==> src/rtl/alu_pkg.sv <==
`default_nettype none
// =====================================================================
// Package : alu_pkg
// Brief   : Opcodes, instruction layout and sequencer states for the ALU.
// Rev     : 1.0  initial release
// =====================================================================
package alu_pkg;

  localparam logic [3:0] OPC_ADD  = 4'b0000;
  localparam logic [3:0] OPC_SUB  = 4'b0001;
  localparam logic [3:0] OPC_AND  = 4'b0011;
  localparam logic [3:0] OPC_OR   = 4'b0100;
  localparam logic [3:0] OPC_XOR  = 4'b0101;
  localparam logic [3:0] OPC_NOT  = 4'b0110;
  localparam logic [3:0] OPC_HALT = 4'b1110;
  localparam logic [3:0] OPC_LDI  = 4'b1111;

  // For LDI, rs1 carries rd and {rs2, rd} carries the 8-bit immediate
  typedef struct packed {
    logic [3:0] opcode;
    logic [3:0] rs1;
    logic [3:0] rs2;
    logic [3:0] rd;
  } instr_t;

  typedef enum logic [1:0] {
    IDLE  = 2'd0,
    FETCH = 2'd1,
    ISSUE = 2'd2,
    DONE  = 2'd3
  } state_t;

  // HALT counts as legal even though it is never issued
  function automatic logic is_legal(input logic [3:0] opc);
    case (opc)
      OPC_ADD, OPC_SUB, OPC_AND, OPC_OR, OPC_XOR,
      OPC_NOT, OPC_HALT, OPC_LDI: return 1'b1;
      default:                    return 1'b0;
    endcase
  endfunction

endpackage
`default_nettype wire

==> src/rtl/prog_mem.sv <==
`default_nettype none
// =====================================================================
// Module : prog_mem
// Brief  : DEPTH x 16 program RAM, single write port, registered read.
// Rev    : 1.0  initial release
// =====================================================================
module prog_mem #(
  parameter int DEPTH = 16,
  parameter int AW    = $clog2(DEPTH)
) (
  input  logic          clk,
  input  logic          we,
  input  logic [AW-1:0] waddr,
  input  logic [15:0]   wdata,
  input  logic          re,
  input  logic [AW-1:0] raddr,
  output logic [15:0]   rdata
);

  logic [15:0] r_mem [DEPTH];
  logic [15:0] r_rdata;

  // Read data only moves on re, so it doubles as the held issue word
  always_ff @(posedge clk) begin
    if (we) r_mem[waddr] <= wdata;
    if (re) r_rdata      <= r_mem[raddr];
  end

  assign rdata = r_rdata;

endmodule
`default_nettype wire

==> src/rtl/instr_issue_seq.sv <==
`default_nettype none
// =====================================================================
// Module : instr_issue_seq
// Brief  : Walks program memory and issues one ALU instruction per handshake.
// Rev    : 1.0  initial release
// =====================================================================
module instr_issue_seq
  import alu_pkg::*;
#(
  parameter int DEPTH = 16,
  parameter int AW    = $clog2(DEPTH)
) (
  input  logic          clk,
  input  logic          rst,
  input  logic          prog_we,
  input  logic [AW-1:0] prog_addr,
  input  logic [15:0]   prog_data,
  input  logic          start,
  input  logic          abort,
  output logic [15:0]   instr_out,
  output logic          instr_valid,
  input  logic          instr_ready,
  output logic          busy,
  output logic          done,
  output logic          err,
  output logic [AW-1:0] pc,
  output logic [AW:0]   issued_cnt
);

  localparam logic [AW-1:0] c_last_pc = AW'(DEPTH - 1);
  localparam logic [AW:0]   c_cnt_max = (AW + 1)'(DEPTH);

  state_t        r_state, w_state_nxt;
  logic [AW-1:0] r_pc;
  logic [AW:0]   r_cnt;
  logic          r_err;
  logic          r_loaded;
  logic [15:0]   w_rdata;
  logic [3:0]    w_opc;
  logic          w_idle_or_done;
  logic          w_mem_we;
  logic          w_start;
  logic          w_issuable;
  logic          w_accept;
  logic          w_illegal;

  assign w_idle_or_done = (r_state == IDLE) || (r_state == DONE);
  assign w_mem_we       = prog_we && w_idle_or_done;
  assign w_start        = start && !abort && w_idle_or_done;
  assign w_opc          = w_rdata[15:12];
  assign w_issuable     = (r_state == ISSUE) && is_legal(w_opc) && (w_opc != OPC_HALT);
  assign w_illegal      = (r_state == ISSUE) && !is_legal(w_opc);
  assign w_accept       = w_issuable && instr_ready && !abort;

  prog_mem #(
    .DEPTH (DEPTH),
    .AW    (AW)
  ) u_prog_mem (
    .clk   (clk),
    .we    (w_mem_we),
    .waddr (prog_addr),
    .wdata (prog_data),
    .re    (r_state == FETCH),
    .raddr (r_pc),
    .rdata (w_rdata)
  );

  always_ff @(posedge clk or posedge rst) begin
    if (rst) r_state <= IDLE;
    else     r_state <= w_state_nxt;
  end

  always_comb begin
    w_state_nxt = r_state;
    case (r_state)
      IDLE, DONE: if (w_start) w_state_nxt = FETCH;
      FETCH:      w_state_nxt = ISSUE;
      ISSUE: begin
        if (!w_issuable)   w_state_nxt = DONE;
        else if (w_accept) w_state_nxt = (r_pc == c_last_pc) ? DONE : FETCH;
      end
      default:    w_state_nxt = IDLE;
    endcase
    if (abort) w_state_nxt = IDLE;
  end

  // Abort leaves pc and err untouched so the host can inspect where it stopped
  always_ff @(posedge clk or posedge rst) begin
    if (rst) begin
      r_pc     <= '0;
      r_cnt    <= '0;
      r_err    <= 1'b0;
      r_loaded <= 1'b0;
    end else begin
      if (r_state == FETCH) r_loaded <= 1'b1;
      if (w_start) begin
        r_pc  <= '0;
        r_cnt <= '0;
        r_err <= 1'b0;
      end else begin
        if (w_accept && (r_pc != c_last_pc)) r_pc  <= r_pc + 1'b1;
        if (w_accept && (r_cnt != c_cnt_max)) r_cnt <= r_cnt + 1'b1;
        if (w_illegal && !abort)             r_err <= 1'b1;
      end
    end
  end

  // RAM output is unreset, so mask it until the first fetch has landed
  assign instr_out   = r_loaded ? w_rdata : 16'h0000;
  assign instr_valid = w_issuable;
  assign busy        = (r_state == FETCH) || (r_state == ISSUE);
  assign done        = (r_state == DONE);
  assign err         = r_err;
  assign pc          = r_pc;
  assign issued_cnt  = r_cnt;

endmodule
`default_nettype wire
==> config.mk <==
export PLATFORM = sky130hd
export DESIGN_NAME = instr_issue_seq
export DESIGN_NICKNAME = d
export VERILOG_FILES = /design/src/rtl/alu_pkg.sv /design/src/rtl/prog_mem.sv /design/src/rtl/instr_issue_seq.sv
export SDC_FILE = /design/constraint.sdc
export NUM_CORES = 1
export LEC_CHECK = 0
export CORE_MARGIN = 1
export CORE_UTILIZATION = 50
export DETAILED_ROUTE_END_ITERATION = 16
export GPL_TIMING_DRIVEN = 0
export PLACE_DENSITY = 0.71
export SYNTH_ARGS = -nofsm -noshare
export SYNTH_HDL_FRONTEND = slang
export SYNTH_HIERARCHICAL = 1
export SYNTH_SLANG_ARGS = --single-unit
==> constraint.sdc <==
create_clock -name clk -period 2.9 [get_ports clk]
set_input_delay 0.87 -clock clk [delete_from_list [all_inputs] [get_ports clk]]
set_output_delay 0.87 -clock clk [all_outputs]
set_load 0.05 [all_outputs]
==> flow_summary.toml <==
[status]
status = "completed"

[route]
post_drt_wl_per_cell_um = 24.72
wl_met3_um = 1675
drc = 0
dr_wl_met2_um = 11870
avgViaCountPerCell = 5.983
dr.pass1.iters = 5
drt_iter0_drc = 476
wl_met1_um = 9271
highest_layer = "met4"
ant_nets = 0
wl_um = 23360
vias = 5654

[synth]
synth.distinct_cells = 42
syn_area_per_cell_um2 = 20.51
ys_seq_elements = 285
yosys_warnings = 6
syn_area_um2 = 11140
synth-seq-area-share = 0.7626
synth_cells = 543
ys_dominant_reg_cell = "edfxtp_1"
synth-edff-count = 272
async_flop_share = 0.04561
synth_fp_nets = 575

[timing]
hold_violations = 0
fin_skew_ns = 0.01123
final_max_slew_viol_count = 0
slew_headroom = 0.3320
finalSetupViolations = 0
fin_ws_ns = 0.06337
max_slew.worst_pin.slew_ns = 1.002
period_needed_ns = 2.837
max_freq_ghz = 0.3525
min_period_over_period = 0.9781

[global_routing]
grt_max_degree = 20
grt_first_pass_wirelength_um = 34820
grt-ovfl-total = 0
antenna_found_initial = 0
grt_pass1_vias = 5698
gr-usage-all-layers = 0.2141

[clocking]
clk_pin_slew_ns = 0.06
root_buffer = "clkbuf_16"
htree_levels = 1
cts.path.max_buffers = 3
cts_buffers = 29
clk_latency_ns = 0.55
cts_tree = "yes"
cts_sinks = 285

[cells_and_area]
area_growth_pct = 19.26
final_cells = 945
post-route-util = 0.6086
final_nets = 678
drive_gt1_frac = 0.2421
antenna_cells = 0
fin_area_um2 = 13280

[critical_path]
cp.arrival_ns = 1.97
crit_required_ns = 2.03
startpoint_type = "flip-flop"
crit_type = "reg2out"
cp_max_fo = 10
worstSetupEndpointType = "output pin"

[power]
peakVddDrop_mv = 0.5662
p_leak_nw = 4.273
powerDensity_nw_per_um2 = 690.5

[placed_design]
pre_cts_ws_ns = -0.4291
dpl.hpwl_um = 14880
port_buffers = 54
dpl-instance-area_um2 = 12310
dp.cells = 892
globalplace.congestion = 0.8179

[floorplanning]
coreArea_um2 = 21820
initial_core_util = 0.5103
die_w_um = 151.2
core.rowCount = 54
ioPinCount = 55
die_height_um = 151.2
die-area_um2 = 22880

[min_path]
min_path_type = "reg2reg"

[job]
maxCapViolations = 0
-- routing by layer --
layer  GRT usage  vias up
met5           0        -
met4     0.06300        0
met3     0.03042       42
met2      0.3584      256
met1      0.2945     2899
li1            -     2457
-- placed cells by master (no fill, tap or decap), types with 5 or more instances in the layout --
master           instances
buf_8                   13
nor2_1                   7
and2_1                  19
clkbuf_16               29
nand2_1                 27
inv_1                    7
clkbuf_1                15
ha_1                     6
buf_6                    6
clkdlybuf4s50_1         36
mux4_2                  54
a22oi_1                 32
dfrtp_1                 12
clkdlybuf4s15_2          9
clkinv_1                 5
a21oi_1                  8
o21ai_0                  6
edfxtp_1               272
buf_4                    6
nor2_2                  12
nand3_1                  7
mux4_1                  10
-- timing repair --
action | in CTS | in global routing
hold buffers | 0 | 0
endpoints found under the hold margin | 0 | 0
setup buffers | 1 | 2
pin swaps | 0 | 1
gates resized for setup | 42 | 11
endpoints found under the setup margin | 18 | 15
-- synthesized netlist by cell type, types with 2 or more instances --
cell        n  area share
or4_1       3      0.0020
and2_1     19       0.011
nand2b_1    3      0.0017
a31oi_1     2      0.0011
inv_1       7      0.0024
edfxtp_1  272        0.73
o21ai_0     6      0.0027
ha_1        6      0.0067
buf_2       3      0.0013
clkbuf_1   10      0.0034
mux4_2     54        0.11
nand2_1    27      0.0091
mux4_1     10       0.024
nor2b_1     3      0.0017
nor3_1      4      0.0018
nand3b_1    3      0.0020
a21oi_1     8      0.0036
dfrtp_1    13       0.029
nand3_1     7      0.0031
nor2_1     19      0.0064
buf_1       3      0.0010
a22oi_1    32       0.022
buf_6       4      0.0040
buf_4       4      0.0027
o31ai_1     4      0.0027
-- power by group --
part,leakage [nW],switching (mW),total (mW),internal (mW)
Sequential,2.63,0.0536,4.72,4.66
Combinational,1.21,0.610,0.970,0.360
Clock,0.431,1.47,3.48,2.01
Total,4.27,2.13,9.17,7.04
-- worst max-delay path, cell delays in order (launching register included) --
cell,delay [ns]
edfxtp_1,0.50
nand2b_4,0.20
a21oi_4,0.18
o21ai_4,0.09
buf_4,0.19
inv_4,0.10
buf_8,0.15
-- final timing paths --
| kind | start | endpoint | slack, ns | cells past startpoint |
|---|---|---|---|---|
| min in group asynchronous | rst | pc[2] | 0.66 | 2 |
| max in group asynchronous | rst | r_loaded | 1.85 | 2 |
| worst max-delay path | u_prog_mem/rdata[12] | instr_valid | 0.06 | 6 |
| worst min-delay path | err | err | 0.52 | 2 |
| worst max register to register | r_state[0] | u_prog_mem/r_mem[12][12] | 0.25 | 6 |
| worst min register to register | err | err | 0.52 | 2 |
-- state kept, by name (all words and copies together) (netlist names) --
name / flops
issued_cnt: 5
pc: 4
u_prog_mem/r_mem: 256
err: 1
r_loaded: 1
r_state: 2
u_prog_mem/rdata: 16
-- final cells by class --
cell class / count / area [um2]
buffer: 24 / 140.1
inverter: 8 / 32.53
clock inverter: 15 / 142.6
sequential: 285 / 8494
tap: 280 / 350.3
fill: 1497 / 8542
clock buffer: 35 / 748.2
timing repair buffer: 72 / 819.5
multi-input combinational: 226 / 2554
-- cells by family after synthesis --
family,count (synthesis),share of synthesized area
adder cells (fa/ha/maj),6,0.006741
multiplexers,65,0.1338
AO/OA/AOI/OAI,62,0.04011
buffers and inverters,32,0.01517
flip-flops,285,0.7626
AND/OR/NAND/NOR,93,0.04157
-- through the flow --
stage,TNS (ns),hold WS (ns),power (mW)
after detailed placement,-16.80,0.5079,5.770
after CTS,0,0.5221,9.222
after floorplan,0,0.5223,5.396
after global routing,-0.006715,0.5450,9.471
final,0,0.5151,9.170
after global placement,-192.84,0.4793,5.716
Note: power is estimated with default switching activity, not from simulation.
